==> config.mk <==
export PLATFORM = sky130hd
export DESIGN_NAME = edf_tx_scheduler
export DESIGN_NICKNAME = d
export VERILOG_FILES = /design/src/rtl/edf_tx_scheduler.sv
export SDC_FILE = /design/constraint.sdc
export NUM_CORES = 1
export LEC_CHECK = 0
export CAP_MARGIN = 25
export CORE_MARGIN = 5
export CORE_UTILIZATION = 45
export CTS_CLUSTER_DIAMETER = 100
export CTS_CLUSTER_SIZE = 8
export DETAILED_ROUTE_END_ITERATION = 12
export GPL_TIMING_DRIVEN = 0
export HOLD_SLACK_MARGIN = 0.12
export PLACE_DENSITY_LB_ADDON = 0.15
export SETUP_SLACK_MARGIN = 0.1
export SYNTH_ARGS = -nofsm -noshare
export SYNTH_HDL_FRONTEND = slang
export SYNTH_SLANG_ARGS = --single-unit
==> constraint.sdc <==
create_clock -name clk -period 1.83 [get_ports clk]
set_input_delay 0.183 -clock clk [delete_from_list [all_inputs] [get_ports clk]]
set_output_delay 0.183 -clock clk [all_outputs]
set_load 0.01 [all_outputs]
==> src/rtl/edf_tx_scheduler.sv <==
// rtl/edf_tx_scheduler.sv - earliest-deadline transmit scheduler between a priority FIFO and a link
//
// Pops entries from a priority FIFO (head = earliest deadline), stamps them
// against a free-running time base and presents them on a valid/ready link.
//
// Parameters:
//   TICK_DIV  - clock cycles per increment of the time base (1..65535)
//   DROP_LATE - 1: discard deadline-missed entries, 0: transmit them flagged
// Ports:
//   clk         - single clock, rising edge
//   rst         - synchronous active-low reset
//   fifo_empty  - priority FIFO empty flag
//   fifo_re     - FIFO read strobe, one cycle per read
//   fifo_dout   - FIFO head entry: [15:8] absolute deadline, [7:0] payload
//   fifo_valid  - qualifies fifo_dout for one cycle after a read
//   tx_data     - payload presented to the link
//   tx_deadline - deadline of the presented payload
//   tx_late     - presented payload missed its deadline
//   tx_valid    - link output valid
//   tx_ready    - link accept
//   now         - current time base
//   miss        - single-cycle deadline-miss pulse
//   miss_cnt    - saturating miss count
module edf_tx_scheduler #(
  parameter int TICK_DIV  = 10,
  parameter bit DROP_LATE = 1'b0
) (
  input  logic        clk,
  input  logic        rst,
  input  logic        fifo_empty,
  output logic        fifo_re,
  input  logic [15:0] fifo_dout,
  input  logic        fifo_valid,
  output logic [7:0]  tx_data,
  output logic [7:0]  tx_deadline,
  output logic        tx_late,
  output logic        tx_valid,
  input  logic        tx_ready,
  output logic [7:0]  now,
  output logic        miss,
  output logic [15:0] miss_cnt
);

  typedef enum logic [1:0] {IDLE, REQ, WAIT, HOLD} state_t;

  localparam logic [15:0] PRESC_MAX = 16'(TICK_DIV - 1);

  state_t      state;
  logic [15:0] presc;
  logic [7:0]  slack;
  logic        late;

  // Wrap-aware compare: deadline lies in the past when the signed distance
  // from now to the deadline is negative. Equal to now is still on time.
  assign slack = fifo_dout[15:8] - now;
  assign late  = slack[7];

  always_ff @(posedge clk) begin
    if (!rst) begin
      state       <= IDLE;
      presc       <= 16'd0;
      now         <= 8'd0;
      fifo_re     <= 1'b0;
      tx_data     <= 8'd0;
      tx_deadline <= 8'd0;
      tx_late     <= 1'b0;
      tx_valid    <= 1'b0;
      miss        <= 1'b0;
      miss_cnt    <= 16'd0;
    end else begin
      if (presc == PRESC_MAX) begin
        presc <= 16'd0;
        now   <= now + 8'd1;
      end else begin
        presc <= presc + 16'd1;
      end

      miss <= 1'b0;

      case (state)
        IDLE: begin
          if (!fifo_empty) begin
            state   <= REQ;
            fifo_re <= 1'b1;
          end
        end
        REQ: begin
          state   <= WAIT;
          fifo_re <= 1'b0;
        end
        WAIT: begin
          if (fifo_valid) begin
            tx_deadline <= fifo_dout[15:8];
            tx_data     <= fifo_dout[7:0];
            miss        <= late;
            if (late && (miss_cnt != 16'hFFFF))
              miss_cnt <= miss_cnt + 16'd1;
            if (late && DROP_LATE) begin
              state <= IDLE;
            end else begin
              state    <= HOLD;
              tx_valid <= 1'b1;
              tx_late  <= late;
            end
          end
        end
        HOLD: begin
          if (tx_ready) begin
            tx_valid <= 1'b0;
            // Chain straight into the next read to keep 3-cycle throughput.
            if (!fifo_empty) begin
              state   <= REQ;
              fifo_re <= 1'b1;
            end else begin
              state <= IDLE;
            end
          end
        end
        default: state <= IDLE;
      endcase
    end
  end

endmodule

; ---- Word level (Yosys, flattened, before mapping)
; Cells that the tools add are included.
[op_classes]
eq_ne = 8
n_bitwise = 1
n_reduce_logical = 11
mux = 11
addsub = 4
[op_table]
columns = op, n
row1 = "adder 16 x 1 -> 16 bit, second input constant", 2
row2 = "equality test 16 x 4 -> 1 bit, second input constant", 1
row3 = "!= test 16 bit, second input constant", 1
row4 = AND reduction 3 bit, 4
row5 = "adder 8 x 1 -> 8 bit, second input constant", 1
row6 = case mux 2 bit (4 select lines), 1
row7 = subtractor 8 bit, 1
row8 = two-way mux 2 bit, 3
row9 = "!= test 2 bit, second input constant", 3
row10 = two-way mux 1 bit, 5
row11 = "equality test 2 bit, second input constant", 2
row12 = AND reduction 2 bit, 2
row13 = case mux 1 bit (3 select lines), 1
row14 = nonzero test 3 bit, 1
row15 = "equality test 2 x 1 -> 1 bit, second input constant", 1
row16 = logical NOT 2 bit, 1
row17 = case mux 1 bit (2 select lines), 1
row18 = nonzero test 2 bit, 1
row19 = OR reduction 2 bit, 1
row20 = logical AND 1 bit, 1
row21 = NOT 1 bit, 1
[word_totals]
wordCells = 45
register_bits = 62
output_inout_bits = 44

; ---- Logic depth before layout (Yosys ltp)
; Gate-level depths: netlist (run 1).
[logic_depth]
depth_word = 3
ltp_mapped = 11

; ---- Least setup slack after synthesis (run 1)
; Ideal clock, no wire load.
[synth_path]
path_type = register to register
start = register now[4]
end = register miss_cnt[13]
path_slack_ps = -238
path_stages_with_launch = 10
required_time_ps = 1760
synth_period_minus_slack_ps = 2068
setup_ps = 70
t_arrival_ps = 1997
cell_sequence = dfxtp_1 inv_1 ha_1 a21oi_1 o21ai_0 a21oi_2 mux2i_1 buf_2 or4_1 a21oi_1
[synth_between]
elab_chain_len = 3
[synth_lines]
columns = element, line
row1 = start: declaration, 39  ; output logic [7:0] now,
row2 = start signal: assignment, 73  ; now <= now + 8'd1;
row3 = subtractor 8 bit, 55  ; assign slack = fifo_dout[15:8] - now;
row4 = logical AND 1 bit, 96  ; if (late && (miss_cnt != 16'hFFFF))
row5 = AND reduction 3 bit (no line), -
row6 = end signal: assignment, 97  ; miss_cnt <= miss_cnt + 16'd1;
row7 = end: declaration, 41  ; output logic [15:0] miss_cnt
; Every way passes these cells.
; A chain may end at the register's enable or synchronous reset.

; ---- Worst setup path in the final report (run 1)
[layout_path]
start = register now[5]
end = register miss_cnt[4]
; The elaborated chain is that of the path after synthesis.

==> flow_summary.yaml, run 1 <==
synth:
  synth-seq-area-share: 0.4380
  synthesis.area_mm2: 0.002834
  synth_top_family_by_area: "simple AND/OR/NAND/NOR gates"
  synth_compound_area_frac: 0.1099
  yosys_warnings: 0
  muxShareOfSynthArea: 0.01060
  synth_simple_gate_area_frac: 0.2631
  ys_ff_latch: 62
  syn_area_per_cell_um2: 8.385
  synth_edf_count: 0
  synth-xor-area-share: 0.07417
  ys_async_sr_fraction: 0
  yosys.cell_types.count: 35
  synth_ff_type: "dfxtp_1"
  synthesis.nets: 374
  synthAdderAreaFrac: 0.06623
  netlist_instances: 338
detailed_routing:
  wl_per_cell_um: 14.15
  drc_errors: 0
  wirelength_um: 7345
  vias_per_cell: 5.152
  ant_nets: 0
  vias: 2674
  drt-pass1-iter-count: 4
  drt_iter0_markers: 98
setup_path:
  r2r_cells: 10
  reg2reg_to: "miss_cnt[4]"
  cp_max_fo: 9
  reg2reg_from: "now[5]"
  cp-start-kind: "flip-flop"
  crit_type: "flip-flop to flip-flop"
  critical_path_required_ns: 2.09
  rrSetupSlack_ns: -0.20
  critPathCaptureType: "flip-flop"
  crit_arrival_ns: 2.29
global_routing:
  grt_use_total: 0.1910
  grt-ovfl-total: 0
  grt_start_max_net_pins: 11
  antenna_found_initial: 0
  grt_pass1_vias: 2574
  grt_pass1_wl_um: 11700
floorplanning:
  pin_count: 65
  start_util: 0.4541
  row_count: 29
  die_h_um: 89.36
  die_x_um: 89.36
  die_area_mm2: 0.007985
  coreArea_mm2: 0.006241
placed_design:
  dp_hpwl_um: 4854
  placed_area_mm2: 0.003643
  dp.cells: 479
  portBuffers: 64
  gp_congestion: 0.8336
final_layout:
  fillers: 486
  layout_common_cells: "clkdlybuf4s50_1 (61), nand2_1 (51), dfxtp_1 (45), nor2_1 (32), a21oi_1 (31)"
  seq_area_mm2: 0.001280
  num_antenna_cells: 0
  layout_commonest_cell: "clkdlybuf4s50_1"
  multi_input_area_mm2: 0.001748
  layout-drive-gt1-share: 0.2466
  fin_cells: 519
  fin_util: 0.6897
  nNetsFinal: 473
  final_area_mm2: 0.004304
  syn2layout_area_growth_pct: 51.88
power_and_ir_drop:
  power_frac_comb: 0.203
  power_mw: 3.633
  switchingPower_mw: 0.9388
  pwr-share-seq: 0.416
  irDropWorstVdd_mv: 0.5536
  p_clk_frac: 0.381
  p_leak_nw: 1.512
  power.density_mw_per_mm2: 844.0
  swShare: 0.2584
  internal_power_mw: 2.694
min_path:
  worstHoldEndpoint: "tx_deadline[2]"
  min_from: "fifo_dout[10]"
  hold_depth: 3
  hold_path_class: "primary input to flip-flop"
run_status:
  status: "finished, violations left"
  violations: "negative setup slack"
clock_network:
  clock-root-buffer: "clkbuf_8"
  cts_buffer_depth: 2
  cts_made_buffers: 9
  clk_pin_slew_worst_paths_ns: 0.07
  hold_buffers: 0
  cts.sinks: 62
  cts_max_level: 3
  cts_tree: "done"
  worst_skew_pair.late_latency_ns: 0.34
timing:
  fin_skew_ns: 0.003305
  maxSlewViolCount: 0
  slew-limit-headroom: 0.6529
  fin_crit_ns: 2.035
  setup_ws_ns: -0.2049
  hold_viol_final: 0
  worstMarginPinSlew_ns: 0.5207
  fin_crit_sh: 1.112
  finalSetupViolCount: 16
  max_freq_ghz: 0.4914
  tns_ns: -1.788
  rsz0062_at_grt: "yes"
flow_run:
  max_cap_violations: 0
## cell type report
| type | instances | share of cell area |
|---|---|---|
| Buffer | 12 | 0.01744 |
| Tap cell | 77 | 0.02238 |
| Timing Repair Buffer | 88 | 0.1898 |
| Inverter | 13 | 0.01250 |
| Clock buffer | 13 | 0.03924 |
| Clock inverter | 3 | 0.01512 |
| Multi-Input combinational cell | 251 | 0.4061 |
| Sequential cell | 62 | 0.2974 |
## logic make-up after synthesis
| family | Yosys count |
|---|---|
| AND/OR/NAND/NOR | 152 |
| flip-flops | 62 |
| AO/OA/AOI/OAI | 57 |
| buffers and inverters | 25 |
| XOR/XNOR | 24 |
| adder cells (fa/ha/maj) | 15 |
| multiplexers | 3 |
## stage by stage
| stage | setup WS, ns | hold slack (ns) |
|---|---|---|
| final | -0.2049 | 0.2949 |
| after global placement | -0.5623 | 0.4418 |
| after floorplan | -0.03982 | 0.3047 |
| after detailed placement | -0.5947 | 0.4486 |
| after global routing | -0.3044 | 0.2927 |
| after CTS | -0.1327 | 0.2760 |
## power groups by stage
| stage | Sequential [mW] | Clock (mW) | Combinational, mW |
|---|---|---|---|
| 3_3_place_gp | 1.53 | 0 | 0.630 |
| 6_report | 1.51 | 1.39 | 0.736 |
| 3_5_place_dp | 1.53 | 0 | 0.641 |
| 2_1_floorplan | 1.55 | 0 | 0.353 |
| 4_1_cts | 1.51 | 1.42 | 0.717 |
| 5_1_grt | 1.52 | 1.49 | 0.822 |
## what timing repair did
action	CTS	global route
setup endpoints to repair	40	41
setup buffers	21	3
resized for setup	31	36
pin swaps	15	14
## worst max-delay path: stages, from the launching register on
cell,delay [ns]
dfxtp_2,0.32
inv_1,0.08
ha_4,0.27
nand2_2,0.05
o21ai_1,0.16
a21oi_2,0.07
mux2i_2,0.17
buf_4,0.16
buf_4,0.17
or3_1,0.34
a21oi_1,0.16
## flip-flops by register name (all words and copies together), names as in the netlist
register	count
fifo_re	1
miss	1
miss_cnt	16
now	8
presc	16
state	2
tx_data	8
tx_deadline	8
tx_late	1
tx_valid	1
## routing by layer
layer,routed length (um),global-route usage
met1,3204,0.2287
met2,3498,0.3161
met3,529,0.06912
met4,112,0.06631
met5,0,0
## synthesized netlist by cell type, types with 3 or more instances
master	instances	area (um2)
nand2_1	53	198.9
nand4_1	8	50.05
nand3_1	9	45.04
and2_1	4	25.02
xor2_1	8	70.07
dfxtp_1	62	1241
nor2_1	34	127.6
clkbuf_1	7	26.28
o31ai_1	7	52.55
or4_1	5	37.54
xnor2_1	16	140.1
and3_1	8	50.05
ha_1	15	187.7
nor2b_1	3	18.77
a21oi_1	36	180.2
mux2i_1	3	30.03
inv_1	12	45.04
and4_1	5	43.79
nor3_1	5	25.02
or3_1	9	56.30
o21ai_0	9	45.04
## worst max-delay path by stage
stage / startpoint / end / slack (ns) / cells after the start
after floorplan: now[4] / miss_cnt[13] / -0.04 / 9
after global placement: fifo_dout[10] / miss_cnt[1] / -0.56 / 10
after detailed placement: fifo_dout[10] / miss_cnt[1] / -0.59 / 10
after CTS: now[2] / miss_cnt[1] / -0.13 / 10
after global routing: miss_cnt[14] / miss_cnt[1] / -0.30 / 8
final: now[5] / miss_cnt[4] / -0.20 / 10
(Power assumes the default switching activity.)
==> run 2, diff against run 1 <==
RECOVER_POWER = 50   (was default)
==> run 2 against run 1 <==
Net effect:
- the run still ends with negative setup slack left
- combinational power down 3.5%
- final cell count unchanged
- register-to-register slack about the same
- critical path depth unchanged
- worst setup slack better by 0.0010 ns
- routed wire length is essentially flat
- largest power group unchanged
==> flow_summary.yaml, run 2 (synthesized netlist as in run 1, its figures left out) <==
placed_design:
  gp_congestion: 0.8336
  dp_hpwl_um: 4854
  place_ws_ns: -0.5947
  dp.cells: 479
  placed_area_mm2: 0.003643
  portBuffers: 64
timing:
  maxSlewViolCount: 0
  fin_crit_sh: 1.111
  slew-limit-headroom: 0.6560
  hold_viol_final: 0
  rsz0062_at_grt: "yes"
  finalSetupViolCount: 17
  max_freq_ghz: 0.4917
  fin_crit_ns: 2.034
  worstMarginPinSlew_ns: 0.5160
  fin_skew_ns: 0.004482
  setup_ws_ns: -0.2039
min_path:
  hold_path_class: "primary input to flip-flop"
power_and_ir_drop:
  power_frac_comb: 0.197
  swShare: 0.2590
  p_clk_frac: 0.384
  power.density_mw_per_mm2: 840.7
  switchingPower_mw: 0.9330
  irDropWorstVdd_mv: 0.5502
  pwr-share-seq: 0.419
  internal_power_mw: 2.669
  p_leak_nw: 1.592
detailed_routing:
  wirelength_um: 7348
  drt-pass1-iter-count: 4
  wl_per_cell_um: 14.16
  drt_iter0_markers: 117
  vias_per_cell: 5.177
  ant_nets: 0
  drc_errors: 0
  vias: 2687
setup_path:
  critPathCaptureType: "flip-flop"
  critical_path_required_ns: 2.09
  crit_type: "flip-flop to flip-flop"
  crit_arrival_ns: 2.29
  cp-start-kind: "flip-flop"
  cp_max_fo: 9
floorplanning:
  pin_count: 65
  start_util: 0.4541
  die_area_mm2: 0.007985
  row_count: 29
  die_x_um: 89.36
  die_h_um: 89.36
  coreArea_mm2: 0.006241
final_layout:
  layout_common_cells: "nand2_1 (51), dfxtp_1 (46), clkdlybuf4s50_1 (34), nor2_1 (32), a21oi_1 (31)"
  layout_commonest_cell: "nand2_1"
  num_antenna_cells: 0
  final_area_mm2: 0.004284
  fin_cells: 519
  nNetsFinal: 473
  layout-drive-gt1-share: 0.2398
  syn2layout_area_growth_pct: 51.17
  reg_top3: "miss_cnt: 16 flops, presc: 16 flops"
global_routing:
  grt_pass1_vias: 2574
  grt_start_max_net_pins: 11
  antenna_found_initial: 0
  grt-ovfl-total: 0
  grt_use_total: 0.1910
  grt_pass1_wl_um: 11700
clock_network:
  cts_tree: "done"
  cts_buffer_depth: 2
  clk_pin_slew_worst_paths_ns: 0.07
  cts_made_buffers: 9
  worst_skew_pair.late_latency_ns: 0.34
  cts_max_level: 3
  clock-root-buffer: "clkbuf_8"
  cts.sinks: 62
run_status:
  violations: "negative setup slack"
  status: "finished, violations left"
flow_run:
  max_cap_violations: 0
-- run 2: cell count changes in the layout (fill, tap and decap cells not counted), sizes merged --
cell | before | now
buf | 30 | 28
clkbuf | 19 | 21
clkdlybuf4s50 | 61 | 34
dlygate4sd3 | 0 | 27
-- run 2: area by class of cell --
| type | count | area, um2 |
|---|---|---|
| Tap cell | 77 | 96.34 |
| Clock buffer | 13 | 168.9 |
| Buffer | 12 | 73.82 |
| Inverter | 13 | 53.80 |
| Sequential cell | 62 | 1276 |
| Fill cell | 494 | 1957 |
| Multi-Input combinational cell | 251 | 1739 |
| Clock inverter | 3 | 65.06 |
| Timing Repair Buffer | 88 | 810.8 |
-- run 2: per-layer routing --
layer | global-route usage | part of all wire
met3 | 0.06912 | 0.077
met4 | 0.06631 | 0.014
met2 | 0.3161 | 0.48
met1 | 0.2287 | 0.43
met5 | 0 | 0
-- run 2: what timing repair did --
| action | 4_1_cts | 5_1_grt |
|---|---|---|
| resized for setup | 31 | 36 |
| gates cloned | 0 | 0 |
| buffers inserted | 21 | 3 |
| pin swaps | 15 | 14 |
| endpoints found under the setup margin | 40 | 41 |
| hold buffers | 0 | 0 |
-- run 2: power groups by stage --
stage	Combinational [mW]	Sequential, mW	Clock (mW)
5_1_grt	0.797	1.52	1.49
3_3_place_gp	0.630	1.53	0
4_1_cts	0.717	1.51	1.42
6_report	0.710	1.51	1.38
3_5_place_dp	0.641	1.53	0
2_1_floorplan	0.353	1.55	0
-- run 2: worst paths after layout --
| check | from | endpoint | slack (ns) | cells after the start |
|---|---|---|---|---|
| worst max-delay path | now[5] | miss_cnt[4] | -0.20 | 10 |
| worst min-delay path | fifo_dout[10] | tx_deadline[2] | 0.30 | 3 |
| worst max register to register | now[5] | miss_cnt[4] | -0.20 | 10 |
| worst min register to register | tx_data[2] | tx_data[2] | 0.45 | 2 |
-- run 2: critical path: stages (launching register included) --
cell and delay, ns:
dfxtp_2 0.32, inv_1 0.08, ha_4 0.27, nand2_2 0.05, o21ai_1 0.16, a21oi_2 0.07, mux2i_2 0.17, buf_4 0.16
buf_4 0.17, or3_1 0.34, a21oi_1 0.16
-- run 2: metrics by stage --
| step | TNS (ns) | hold slack (ns) | total power, mW | util |
|---|---|---|---|---|
| 2_1_floorplan | -0.1516 | 0.3047 | 1.906 | - |
| 3_3_place_gp | -9.546 | 0.4418 | 2.158 | 0.5838 |
| 3_5_place_dp | -10.17 | 0.4486 | 2.175 | 0.5838 |
| 4_1_cts | -1.358 | 0.2760 | 3.641 | 0.6632 |
| 5_1_grt | -5.411 | 0.2927 | 3.807 | 0.6864 |
| 6_report | -1.779 | 0.2960 | 3.602 | 0.6864 |
